## config.mk

```make
export PLATFORM = sky130hd
export DESIGN_NAME = mem_arbiter
export DESIGN_NICKNAME = d
export VERILOG_FILES = /design/src/rtl/mem_pkg.sv /design/src/rtl/mem_arb_pick.sv /design/src/rtl/mem_arbiter.sv
export SDC_FILE = /design/constraint.sdc
export NUM_CORES = 1
export LEC_CHECK = 0
export ABC_AREA = 0
export ABC_CLOCK_PERIOD_IN_PS = 3400
export BUFFER_PORTS_ARGS = -buffer_cell sky130_fd_sc_hd__buf_2
export CAP_MARGIN = 10
export CORE_MARGIN = 2
export CORE_UTILIZATION = 30
export CTS_BUF_LIST = sky130_fd_sc_hd__clkbuf_8
export CTS_CLUSTER_SIZE = 10
export DETAILED_ROUTE_END_ITERATION = 7
export PLACE_DENSITY_LB_ADDON = 0.05
export SLEW_MARGIN = 20
export SYNTH_ARGS = -nofsm -noshare
export SYNTH_HDL_FRONTEND = slang
export SYNTH_SLANG_ARGS = --single-unit
```

## constraint.sdc

```tcl
create_clock -name clk -period 3.4 [get_ports clk]
set_clock_uncertainty 0.05 [all_clocks]
set_input_delay 0.34 -clock clk [delete_from_list [all_inputs] [get_ports clk]]
set_output_delay 0.34 -clock clk [all_outputs]
set_load 0.01 [all_outputs]
```

## src/rtl/mem_pkg.sv

```systemverilog
// Shared definitions for the two-port RAM arbiter: widths, FSM states and port ids.
// Optional build macro ARB_ROUND_ROBIN_EN (used by mem_arbiter) selects round-robin arbitration.
package mem_pkg;

    localparam int ADDR_W = 16;
    localparam int DATA_W = 32;

    typedef enum logic [1:0] {
        IDLE   = 2'd0,
        ACCESS = 2'd1,
        RWAIT  = 2'd2
    } state_t;

    localparam logic PORT_IF = 1'b0;
    localparam logic PORT_LS = 1'b1;

endpackage

```

## src/rtl/mem_arb_pick.sv

```systemverilog
// Winner selection between instruction-fetch and load/store requesters.
// A lone requester always wins; on a tie the port that was not granted last wins.
// Tying last_ptr to 0 turns this into fixed priority with port 1 on top.
module mem_arb_pick
    import mem_pkg::*;
(
    input  logic req0,
    input  logic req1,
    input  logic last_ptr,
    output logic any_req,
    output logic winner
);

    // Choose the port to serve this IDLE cycle
    always_comb begin
        any_req = req0 | req1;
        winner  = PORT_LS;
        if (req0 && req1) begin
            winner = ~last_ptr;
        end else if (req0) begin
            winner = PORT_IF;
        end
    end

endmodule

```

## src/rtl/mem_arbiter.sv

```systemverilog
// Two-requester controller for the single-port 2^16 x 32 RAM.
// One request in flight at a time; reads return through a registered response.
// Define ARB_ROUND_ROBIN_EN for round-robin arbitration; default is fixed priority (port 1 first).
module mem_arbiter
    import mem_pkg::*;
(
    input  logic              clk,
    input  logic              rst,
    input  logic              req0,
    input  logic              req1,
    input  logic              we0,
    input  logic              we1,
    input  logic [ADDR_W-1:0] addr0,
    input  logic [ADDR_W-1:0] addr1,
    input  logic [DATA_W-1:0] wdata0,
    input  logic [DATA_W-1:0] wdata1,
    output logic              gnt0,
    output logic              gnt1,
    output logic              rvalid0,
    output logic              rvalid1,
    output logic [DATA_W-1:0] rdata0,
    output logic [DATA_W-1:0] rdata1,
    output logic              busy,
    output logic [ADDR_W-1:0] ram_address,
    output logic [DATA_W-1:0] ram_data_input,
    output logic              ram_write_enable,
    output logic              ram_read_enable,
    input  logic [DATA_W-1:0] ram_data_output
);

    state_t            state;
    state_t            next_state;
    logic              any_req;
    logic              winner;
    logic              last_ptr;
    logic              take;
    logic [ADDR_W-1:0] cmd_addr;
    logic [DATA_W-1:0] cmd_wdata;
    logic              cmd_we;
    logic              cmd_port;

    mem_arb_pick u_pick (
        .req0     (req0),
        .req1     (req1),
        .last_ptr (last_ptr),
        .any_req  (any_req),
        .winner   (winner)
    );

    // A request is accepted only in IDLE and never while reset is held
    assign take = (state == IDLE) && !rst && any_req;

`ifdef ARB_ROUND_ROBIN_EN
    // Remember which port was granted last so ties alternate
    always_ff @(posedge clk or posedge rst) begin
        if (rst) begin
            last_ptr <= 1'b0;
        end else if (take) begin
            last_ptr <= winner;
        end
    end
`else
    assign last_ptr = 1'b0;
`endif

    // State register
    always_ff @(posedge clk or posedge rst) begin
        if (rst) begin
            state <= IDLE;
        end else begin
            state <= next_state;
        end
    end

    // Next-state logic: writes take one RAM cycle, reads add a capture cycle
    always_comb begin
        next_state = state;
        case (state)
            IDLE:    if (any_req) next_state = ACCESS;
            ACCESS:  next_state = cmd_we ? IDLE : RWAIT;
            RWAIT:   next_state = IDLE;
            default: next_state = IDLE;
        endcase
    end

    // Output logic: grants in IDLE, RAM enables only during ACCESS
    always_comb begin
        gnt0             = take && (winner == PORT_IF);
        gnt1             = take && (winner == PORT_LS);
        busy             = (state != IDLE);
        ram_write_enable = (state == ACCESS) && cmd_we;
        ram_read_enable  = (state == ACCESS) && !cmd_we;
    end

    // Latch the winning request; these registers also drive the RAM address/data
    always_ff @(posedge clk or posedge rst) begin
        if (rst) begin
            cmd_addr  <= '0;
            cmd_wdata <= '0;
            cmd_we    <= 1'b0;
            cmd_port  <= PORT_IF;
        end else if (take) begin
            cmd_addr  <= (winner == PORT_LS) ? addr1  : addr0;
            cmd_wdata <= (winner == PORT_LS) ? wdata1 : wdata0;
            cmd_we    <= (winner == PORT_LS) ? we1    : we0;
            cmd_port  <= winner;
        end
    end

    assign ram_address    = cmd_addr;
    assign ram_data_input = cmd_wdata;

    // Capture RAM output in RWAIT and strobe rvalid of the owning port for one cycle
    always_ff @(posedge clk or posedge rst) begin
        if (rst) begin
            rvalid0 <= 1'b0;
            rvalid1 <= 1'b0;
            rdata0  <= '0;
            rdata1  <= '0;
        end else begin
            rvalid0 <= 1'b0;
            rvalid1 <= 1'b0;
            if (state == RWAIT) begin
                if (cmd_port == PORT_LS) begin
                    rdata1  <= ram_data_output;
                    rvalid1 <= 1'b1;
                end else begin
                    rdata0  <= ram_data_output;
                    rvalid0 <= 1'b1;
                end
            end
        end
    end

endmodule

```

==> results of run 1 <==
-- per-layer routing --
layer | GRT usage | wire length (um) | vias up
met5 | 0 | 0 | -
met4 | 0.0502 | 187 | 0
met3 | 0.0620 | 1180 | 13
met2 | 0.261 | 6470 | 155
met1 | 0.156 | 4930 | 1708
li1 | - | - | 1642
-- report_power, final --
group	switching [mW]	internal [mW]
sequential	0.327	2.11
combinational	1.12	1.26
clock	0.544	0.801
-- state kept, by name, indices dropped and copies added (netlist names) --
name / flops
ram_data_input: 32
rvalid0: 1
rdata1: 32
cmd_we: 1
state: 2
ram_address: 16
rdata0: 32
cmd_port: 1
rvalid1: 1
-- kinds of logic after synthesis --
group	after synthesis	synth area share
and+or+nand+nor	12	0.0185
buffers and inverters	21	0.0252
DFF	118	0.590
muxes	163	0.366
-- synthesized netlist by cell type --
cell type	instances	area, um^2
nor3b_1	2	15.0
clkbuf_1	5	18.8
nor2_1	2	7.51
mux2i_1	1	10.0
buf_6	5	56.3
nor2b_1	1	6.26
and2_1	1	6.26
and3b_1	1	8.76
buf_2	8	40.0
nor4_1	1	6.26
nor3_4	1	16.3
nor3b_2	1	12.5
dfrtp_1	118	2950
nand3b_1	1	7.51
mux2_2	162	1820
inv_1	3	11.3
or2_1	1	6.26
-- cell type report --
class / count / area (um^2)
clock inverters: 14 / 169
multi-input cells: 175 / 1940
fillers: 1617 / 9490
repair buffers: 261 / 1380
flip-flops and latches: 118 / 2950
clock buffers: 18 / 248
inverters: 3 / 15.0
well taps: 220 / 275
-- worst max-delay path by stage --
| stage | start | end | slack [ns] | cells after the start |
|---|---|---|---|---|
| after floorplan | rst | cmd_port$_DFFE_PP0P_ | 1.57 | 1 |
| after global placement | state[0]$_DFFE_PP0P_ | ram_address[4]$_DFFE_PP0P_ | 1.32 | 4 |
| after detailed placement | state[0]$_DFFE_PP0P_ | ram_address[9]$_DFFE_PP0P_ | 1.27 | 4 |
| after CTS | state[0]$_DFFE_PP0P_ | gnt0 | 0.95 | 4 |
| after global routing | state[0]$_DFFE_PP0P_ | gnt0 | 0.83 | 4 |
| final | state[0]$_DFFE_PP0P_ | gnt0 | 1.01 | 4 |
-- critical path, stage by stage (launching register included) --
cell and delay (ns):
dfrtp_1 0.43, or2_1 0.32, nor3_4 0.50, and2_1 0.20, buf_2 0.13
-- per-stage QoR --
stage / utilization / cells / area (um^2) / power (mW) / setup slack, ns
finish: 0.424 / 809 / 6980 / 6.16 / 1.01
global placement: 0.396 / 775 / 6520 / 4.84 / 1.32
detailed placement: 0.396 / 775 / 6520 / 4.90 / 1.27
CTS: 0.421 / 807 / 6940 / 6.28 / 0.951
floorplan: - / 314 / 5010 / 3.84 / 1.57
global route: 0.424 / 809 / 6980 / 6.57 / 0.833
==> impl_metrics.json, run 1 <==
{
  "grt_setup_unrepaired": "false",
  "final_common_cell": "buf_2",
  "fin_crit_ns": 2.39,
  "ys_seq_area_frac": 0.590,
  "cts_tree": "yes",
  "ctsRootBufferMaster": "clkbuf_8",
  "holdPathEnd": "rdata0[8]$_DFFE_PP0P_",
  "endpoint_kind": "primary output",
  "ios": 253,
  "power.density_mw_per_mm2": 883,
  "cp-start-kind": "flip-flop",
  "nNetsFinal": 710,
  "hold_viol_final": 0,
  "final_cell_mix": "252 x buf_2, 162 x mux2_2, 118 x dfrtp_1",
  "die_w_um": 133,
  "whs_ns": 0.107,
  "synth_area_mm2": 0.00501,
  "syn_avg_cell_area_um2": 15.9,
  "min_path_cells": 2,
  "wirelength_um": 12800,
  "die_h_um": 133,
  "ant_nets": 0,
  "cts.sinks": 118,
  "rr_endpoint": "ram_address[9]$_DFFE_PP0P_",
  "slew_violations": 0,
  "syn_nets": 448,
  "cts_max_level": 4,
  "arrival_ns": 2.00,
  "r2r_slack_ns": 1.28,
  "numCtsBuffers": 17,
  "num_vias": 3518,
  "leakagePower_nw": 3.40,
  "ys_warn_count": 0,
  "n_antenna_cell": 0,
  "grt_max_degree": 53,
  "finalCritPeriodShare": 0.702,
  "clk_latency_ns": 0.42,
  "floorplan.initialDensity": 0.304,
  "worst-setup-path-type": "flip-flop to primary output",
  "antenna_found_initial": 0,
  "r2r_cells": 4,
  "slew_headroom": 0.566,
  "peakVddDrop_v": 0.000358,
  "area_delta_synth_final_pct": 39.4,
  "place_hpwl_um": 9290,
  "timing.fmax_ghz": 0.419,
  "finalSetupTns_ns": 0,
  "dieArea_mm2": 0.0177,
  "postCtsSetupBuffers": 0,
  "r2r-start": "state[0]$_DFFE_PP0P_",
  "overflow": 0,
  "setup_viol": 0,
  "ys_ff_latch": 118,
  "min_from": "ram_data_output[8]",
  "netlist_instances": 314,
  "maxCapViolations": 0,
  "clockBufferDepth": 2,
  "drtIter0Drc": 96,
  "io_buffers": 252,
  "hold_buffers": 0,
  "hold_class": "input port to flip-flop",
  "wl_per_cell_um": 15.8,
  "layout-drive-gt1-share": 0.769,
  "avgViaCountPerCell": 4.35,
  "path_clk_slew_ns": 0.07,
  "grt_pass1_vias": 3837,
  "core_mm2": 0.0165,
  "drc": 0,
  "yosysUniqueCellTypes": 17,
  "status": "completed",
  "worstPathRequired_ns": 3.01,
  "worstMarginPinSlew_ns": 0.651,
  "core.rowCount": 47,
  "place_congestion": 0.726,
  "grt_pass1_wl_um": 20000,
  "drt_pass1_iterations": 4,
  "crit_fanout": 10,
  "track_usage": 0.147,
  "cts.repair.resized": 0
}
Note: power is estimated with default switching activity, not from simulation.
==> run 2, diff against run 1 <==
ABC_CLOCK_PERIOD_IN_PS = 2450   (was 3400)
clock period = 2.45 ns   (was 3.4 ns; I/O delays follow)
==> impl_metrics.json, run 2 (synthesis gave the netlist of run 1 again) <==
{
  "r2r_cells": 5,
  "n_antenna_cell": 0,
  "timing.fmax_ghz": 0.443,
  "grt_pass1_wl_um": 20300,
  "cp-startpoint": "state[0]$_DFFE_PP0P_",
  "fin_total_pwr_mw": 8.36,
  "place_hpwl_um": 9180,
  "finalCritPeriodShare": 0.920,
  "num_vias": 3642,
  "setup_viol": 0,
  "r2r_slack_ns": 0.44,
  "ctsRootBufferMaster": "clkbuf_8",
  "endpoint": "gnt0",
  "grt_max_degree": 56,
  "cts_max_level": 4,
  "fin_crit_ns": 2.25,
  "dieArea_mm2": 0.0177,
  "arrival_ns": 1.96,
  "rr_endpoint": "ram_data_input[4]$_DFFE_PP0P_",
  "maxCapViolations": 0,
  "hold_viol_final": 0,
  "peakVddDrop_v": 0.000553,
  "wirelength_um": 13000,
  "endpoint_kind": "primary output",
  "clockBufferDepth": 2,
  "avgViaCountPerCell": 4.32,
  "overflow": 0,
  "floorplan.initialDensity": 0.304,
  "core_mm2": 0.0165,
  "slew_headroom": 0.580,
  "worstPathRequired_ns": 2.15,
  "crit_fanout": 13,
  "drt_pass1_iterations": 4,
  "grt_setup_unrepaired": "false",
  "numCtsBuffers": 17,
  "ios": 253,
  "core.rowCount": 47,
  "ant_nets": 0,
  "grt_pass1_vias": 4014,
  "place_congestion": 0.701,
  "status": "completed",
  "final_common_cell": "buf_2",
  "drtIter0Drc": 90,
  "nNetsFinal": 747,
  "area_delta_synth_final_pct": 45.5,
  "cp-start-kind": "flip-flop",
  "wl_per_cell_um": 15.4,
  "antenna_found_initial": 0,
  "die_w_um": 133,
  "cts_tree": "yes",
  "hold_class": "input port to flip-flop",
  "slew_violations": 0,
  "worstMarginPinSlew_ns": 0.629,
  "whs_ns": 0.115,
  "die_h_um": 133,
  "track_usage": 0.148,
  "clk_latency_ns": 0.41,
  "power.density_mw_per_mm2": 1150,
  "worst-setup-path-type": "flip-flop to primary output",
  "path_clk_slew_ns": 0.06,
  "io_buffers": 252,
  "final_cell_mix": "252 x buf_2, 162 x mux2_2, 118 x dfrtp_1",
  "finalSetupTns_ns": 0,
  "leakagePower_nw": 3.52,
  "cts.sinks": 118,
  "drc": 0,
  "r2r-start": "state[0]$_DFFE_PP0P_",
  "layout-drive-gt1-share": 0.736
}
run 2: cell count changes in the layout (fill, tap and decap cells not counted):
cell           before  now
bufinv_16           4    1
clkinv_2            3    4
buf_6               0    2
dlygate4sd3_1       1   33
clkbuf_16           0    1
clkinvlp_4          3    5
clkbuf_8           18   19
inv_1               7    4
buf_12              2    3
buf_4               5    7
buf_16              1    0
run 2: power by group:
group / leakage (nW) / switching [mW] / internal (mW)
sequential: 1.41 / 0.453 / 2.92
combinational: 1.93 / 1.58 / 1.83
clock: 0.178 / 0.748 / 0.827
run 2: final cells by class:
class,instances,area [um^2]
fill,1584,9180
sequential,118,2950
multi-input combinational,175,1940
timing repair buffer,298,1750
tap,220,275
clock buffer,19,262
clock inverter,11,87.6
inverter,3,15.0
run 2: timing repair:
action                                  CTS  global route
endpoints found under the setup margin    0             1
hold buffers                             33             0
hold endpoints to repair                 88             0
resized for setup                         0             1
buffers inserted                          0             3
run 2: critical path: stages, from the launching register on:
cell and delay (ns):
dfrtp_1 0.44, or2_1 0.32, nor3_4 0.31, clkbuf_16 0.24
and2_1 0.12, buf_2 0.12
run 2: through the flow:
stage | area, um^2 | util | std cells | setup WS [ns]
finish | 7280 | 0.442 | 844 | 0.195
global route | 7280 | 0.442 | 844 | 0.0157
CTS | 7230 | 0.439 | 839 | 0.0292
detailed placement | 6560 | 0.398 | 776 | 0.508
global placement | 6560 | 0.398 | 776 | 0.546
floorplan | 5010 | - | 314 | 0.682
run 2: how the worst min path moves through the flow:
stage	startpoint	end	depth (start not counted)
2_1_floorplan	ram_data_output[0]	rdata1[0]$_DFFE_PP0P_	1
3_3_place_gp	rst	ram_data_input[11]$_DFFE_PP0P_	2
6_report	req0	state[0]$_DFFE_PP0P_	3
3_5_place_dp	rst	ram_data_input[11]$_DFFE_PP0P_	2
4_1_cts	req0	state[0]$_DFFE_PP0P_	3
5_1_grt	wdata0[25]	ram_data_input[25]$_DFFE_PP0P_	3
run 2: layer usage:
layer | vias up | global-route usage | part of all wire
met5 | - | 0 | 0
met4 | 0 | 0.0556 | 0.016
met3 | 11 | 0.0594 | 0.090
met2 | 154 | 0.259 | 0.50
met1 | 1757 | 0.161 | 0.39
li1 | 1720 | - | -
